==> src/rtl/pipe_latch_ctrl.sv <==
// Pipeline latch controller: turns stall, flush, mult/div and memory-wait events
// into per-latch write enables and NOP-insert strobes, plus stall statistics.
module pipe_latch_ctrl #(
  parameter int MD_LATENCY = 32,
  parameter int CNT_W      = 8
) (
  input  logic        clock,
  input  logic        reset,
  input  logic        mem_stall,
  input  logic        branch_taken,
  input  logic        md_start,
  input  logic        load_use,
  output logic        we_pc,
  output logic        we_fd,
  output logic        we_dx,
  output logic        we_xm,
  output logic        we_mw,
  output logic        bub_fd,
  output logic        bub_dx,
  output logic        bub_xm,
  output logic        md_busy,
  output logic        md_done,
  output logic [31:0] stall_cnt,
  output logic        proto_err
);

  typedef enum logic {RUN = 1'b0, MD_WAIT = 1'b1} state_t;

  state_t             r_state;
  state_t             w_state_next;
  logic [CNT_W-1:0]   r_cnt;
  logic [CNT_W-1:0]   w_cnt_next;
  logic [31:0]        r_stall_cnt;
  logic               r_proto_err;
  logic               w_multi_evt;

  assign w_multi_evt = (branch_taken & md_start) | (branch_taken & load_use) |
                       (md_start & load_use);

  always_ff @(posedge clock) begin
    if (reset) begin
      r_state     <= RUN;
      r_cnt       <= '0;
      r_stall_cnt <= '0;
      r_proto_err <= 1'b0;
    end else begin
      r_state <= w_state_next;
      r_cnt   <= w_cnt_next;
      if (!we_pc && (r_stall_cnt != 32'hFFFF_FFFF))
        r_stall_cnt <= r_stall_cnt + 32'd1;
      // Only simultaneous events in an unfrozen RUN cycle are protocol violations.
      if (r_state == RUN && !mem_stall && w_multi_evt)
        r_proto_err <= 1'b1;
    end
  end

  always_comb begin
    we_pc        = 1'b1;
    we_fd        = 1'b1;
    we_dx        = 1'b1;
    we_xm        = 1'b1;
    we_mw        = 1'b1;
    bub_fd       = 1'b0;
    bub_dx       = 1'b0;
    bub_xm       = 1'b0;
    md_done      = 1'b0;
    w_state_next = r_state;
    w_cnt_next   = r_cnt;
    if (reset || mem_stall) begin
      we_pc = 1'b0;
      we_fd = 1'b0;
      we_dx = 1'b0;
      we_xm = 1'b0;
      we_mw = 1'b0;
    end else begin
      case (r_state)
        RUN: begin
          if (branch_taken) begin
            bub_fd = 1'b1;
            bub_dx = 1'b1;
          end else if (md_start) begin
            we_pc        = 1'b0;
            we_fd        = 1'b0;
            we_dx        = 1'b0;
            bub_xm       = 1'b1;
            w_state_next = MD_WAIT;
            w_cnt_next   = CNT_W'(MD_LATENCY - 1);
          end else if (load_use) begin
            we_pc  = 1'b0;
            we_fd  = 1'b0;
            bub_dx = 1'b1;
          end
        end
        MD_WAIT: begin
          if (r_cnt != '0) begin
            we_pc      = 1'b0;
            we_fd      = 1'b0;
            we_dx      = 1'b0;
            bub_xm     = 1'b1;
            w_cnt_next = r_cnt - 1'b1;
          end else begin
            md_done      = 1'b1;
            w_state_next = RUN;
          end
        end
        default: w_state_next = RUN;
      endcase
    end
  end

  assign md_busy   = (r_state == MD_WAIT) && !reset;
  assign stall_cnt = r_stall_cnt;
  assign proto_err = r_proto_err;

endmodule
==> config.mk <==
export PLATFORM = sky130hd
export DESIGN_NAME = pipe_latch_ctrl
export DESIGN_NICKNAME = d
export VERILOG_FILES = /design/src/rtl/pipe_latch_ctrl.sv
export SDC_FILE = /design/constraint.sdc
export NUM_CORES = 1
export LEC_CHECK = 0
export ABC_AREA = 1
export CORE_MARGIN = 3
export CORE_UTILIZATION = 53
export DETAILED_ROUTE_END_ITERATION = 12
export PLACE_DENSITY = 0.77
export SYNTH_ARGS = -nofsm -noshare
export SYNTH_HDL_FRONTEND = slang
export SYNTH_SLANG_ARGS = --single-unit
export TNS_END_PERCENT = 5
==> constraint.sdc <==
create_clock -name clock -period 2.7 [get_ports clock]
set_clock_uncertainty 0.1 [all_clocks]
set_input_delay 0.54 -clock clock [delete_from_list [all_inputs] [get_ports clock]]
set_output_delay 0.54 -clock clock [all_outputs]
set_load 0.02 [all_outputs]
=== Yosys cells after proc, flatten, opt, wreduce, memory -nomap -nowiden ===
Cells that the tools add are included.

* Output and inout port bits: 43
* Register bits after elaboration: 42
* Word-level logic and storage cells: 57

* Reductions and logical operators: 10
* Eq/ne operators: 4
* Bitwise logic cells: 7
* Add/subtract/negate cells: 2
* Muxes and demuxes: 30

{| class="wikitable"
|+ Operators with widths
! operator !! number
|-
| $add A32 B1 Y32 const B || 1
|-
| $ne A32 B32 Y1 const B || 1
|-
| $mux W8 || 3
|-
| $mux W1 || 23
|-
| $pmux W8 S2 || 1
|-
| $reduce_bool A8 Y1 || 1
|-
| $sub A8 B1 Y8 const B || 1
|-
| $pmux W1 S2 || 3
|-
| $logic_and A1 B1 Y1 || 4
|-
| $ne A2 B2 Y1 const B || 2
|-
| $reduce_and A4 Y1 || 1
|-
| $and A1 B1 Y1 || 3
|-
| $logic_not A1 Y1 || 3
|-
| $ne A2 B1 Y1 const B || 1
|-
| $not A1 Y1 || 2
|-
| $or A1 B1 Y1 || 2
|-
| $logic_or A1 B1 Y1 || 1
|}

=== Logic depth before layout (Yosys ltp) ===
* Word-level depth: 7
* Mapped depth: 11

=== Worst setup path before layout ===
OpenSTA, ideal clock, no wires.

* Path type: input to output
* Start: input port reset
* End: output port we_pc
* Stages on the path: 9
* Data required time: 2.060 ns
* Path buffers: 4
* Setup slack: 0.122 ns
* Arrival time: 1.938 ns
* Path through: buf_2 > inv_2 > nand2_2 > inv_1 > nand3_2 > buf_4 > buf_6 > inv_1 > buf_4

* Cells in the longest elaborated chain, start to end: 2

{| class="wikitable"
|+ RTL lines
! item !! line !! text
|-
| from (decl) || 8 || <nowiki>input logic reset,</nowiki>
|-
| $logic_or A1 B1 Y1 || 69 || <nowiki>if (reset || mem_stall) begin</nowiki>
|-
| $mux W1 || -- ||
|-
| to (decl) || 13 || <nowiki>output logic we_pc,</nowiki>
|}

No other way between the ends.

=== Worst setup path in the final report ===
* Start: input port reset
* End: output port md_busy

* Cells in the longest elaborated chain, start to end: 2

{| class="wikitable"
|+ RTL lines
! item !! line !! text
|-
| $logic_not A1 Y1 || 111 || <nowiki>assign md_busy = (r_state == MD_WAIT) && !reset;</nowiki>
|-
| $logic_and A1 B1 Y1 || 111 ||
|-
| to (decl) || 21 || <nowiki>output logic md_busy,</nowiki>
|}

No other way between the ends.

==> out/results.tsv <==
metric	value	unit
setup_slack	0.0838	ns
synthTopCellsByCount	175 x nand2_1, 71 x nor2_1, 42 x dfxtp_1	
grtUsageTotal	0.258	
synth_most_common_cell	nand2_1	
syn_avg_cell_area	6.06	um^2
antenna_found_initial	0	
initial_core_util	0.567	
port_buffers	48	
yosys-top-cells-area	dfxtp_1 30%, nand2_1 24%, nor2_1 9.6%, a21oi_1 6.1%, nand3_1 4.5%	
nFillCells	469	
cp-start-kind	input pin	
synth-edff-count	0	
status	complete, no violations	
cts-hold-fix-buffers	0	
cts_resized	4	
grt_overflow	0	
synthCells	459	
drc	0	
crit_required	2.06	ns
die_width	78.5	um
viasPerCell	5.25	
vias	3038	
grt_first_pass_wirelength	12800	um
post-cts-setup-buffers	0	
first_global_vias	2754	
cp_max_fo	2	
detail_route.wl_per_cell	12.9	um
tns	0	ns
rsz0062_at_grt	false	
drv_slew	0	
fin_crit	2.62	ns
end_kind	output port	
placed_cell_area	0.00333	mm^2
fin_util	0.695	
synth_area_leader_cell	dfxtp_1	
antennaDiodeCount	0	
gp_congestion	0.925	
clock_latency	0.30	ns
synth_fp_nets	468	
critical_path_class	input pin to output port	
yosysWarningCount	0	
cp_data_arrival_time	1.98	ns
synthesis.area	0.00278	mm^2
std_cell_rows	25	
dp_worst_setup_slack	-0.196	ns
clk_pin_slew_worst_paths	0.08	ns
grt_start_max_net_pins	34	
clk_path_buf_depth	2	
clock.fmax	382	MHz
peakVddDrop	0.258	mV
setup_viol	0	
synth_seq_cells	42	
cts_tree	built	
async_flop_share	0	
die_area	0.00616	mm^2
powerDensity	351	mW/mm^2
min_path_type	flip-flop to flip-flop	
drive_above_1_share	0.0723	
synth_ff_type	dfxtp_1	
nets	521	
fin_crit_sh	0.969	
ant_nets	0	
fin_cells	579	
worstMarginPinSlew	0.393	ns
ys_seq_area_frac	0.302	
dp_hpwl	5650	um
core	0.00491	mm^2
cts-root-buf	clkbuf_8	
dr.pass1.iters	5	
fin_area	0.00341	mm^2
wirelength	7450	um
synth_cell_types	32	
drt-initial-drc-count	264	
clkSinkCount	42	
numCtsBuffers	5	
htreeDepth	2	
slew-limit-headroom	0.738	
fp.dieH	78.5	um
drv_cap	0	
synth_top_area_frac	0.302	
p_leak	0.00133	uW
syn2layout_area_growth	22.7	%
num_io_pins	49	
hold_viol_final	0	
place_inst	572	
-- cell families (layout without fill, tap and decap cells) --
kind of cell,after synthesis,count (layout),share of synthesized area
DFF,42,42,0.302
AOI/OAI and AO/OA,51,51,0.0980
xor gates and xnor gates,12,12,0.0378
adders and majority gates,3,3,0.0135
and+or+nand+nor,304,304,0.467
buffers and inverters,47,100,0.0814
-- metrics by stage --
step	power, uW	hold slack (ns)
finish	1200	0.379
global route	1250	0.404
CTS	1210	0.383
detailed placement	824	0.358
global placement	819	0.354
floorplan	765	0.370
-- final timing paths --
path,from,to,slack [ns],cells past startpoint
min,proto_err,proto_err,0.38,1
min reg2reg,proto_err,proto_err,0.38,1
max,reset,md_busy,0.08,4
max reg2reg,stall_cnt[1],stall_cnt[22],0.52,10
-- metal layers --
| metal | vias up | GRT usage | wire length [um] |
|---|---|---|---|
| met2 | 99 | 0.430 | 3450 |
| li1 | 1555 | - | - |
| met1 | 1377 | 0.342 | 3460 |
| met4 | 0 | 0.0664 | 72 |
| met3 | 7 | 0.0493 | 467 |
| met5 | - | 0 | 0 |
-- sequential cells by signal, indices dropped and copies added, names as in the netlist --
name,cells
r_state,1
stall_cnt,32
proto_err,1
r_cnt,8
-- critical path: stages --
cell and delay (ns):
clkdlybuf4s50_1 0.43, buf_4 0.15, nor2_1 0.20, clkdlybuf4s50_1 0.66
-- cell usage in the layout (no fill, tap or decap), drive strengths merged, types with 4 or more instances in the layout --
cell type        n
nor2            75
a21oi           38
nand3b          11
dfxtp           42
nand4            4
nand3           27
nor3             5
buf             11
clkdlybuf4s50   41
clkbuf           5
xor2             6
o21ai           12
nand2          179
inv             34
dlygate4sd2      4
xnor2            6
-- final cells by class --
class	count	area, um^2	share of cell area
clock buffer	5	68.8	0.0202
clock inverter	2	10.0	0.00293
inverter	34	130	0.0381
multi-input combinational	370	1720	0.502
sequential	42	841	0.246
tap	67	83.8	0.0246
timing repair buffer	59	566	0.166
-- where the power goes --
group / internal [uW] / switching (uW) / leakage [uW]
Clock: 174 / 219 / 0.0000438
Sequential: 629 / 11.7 / 0.000339
Combinational: 66.6 / 99.8 / 0.000950
Total: 870 / 330 / 0.00133
Power figures use the tool's default switching activity.
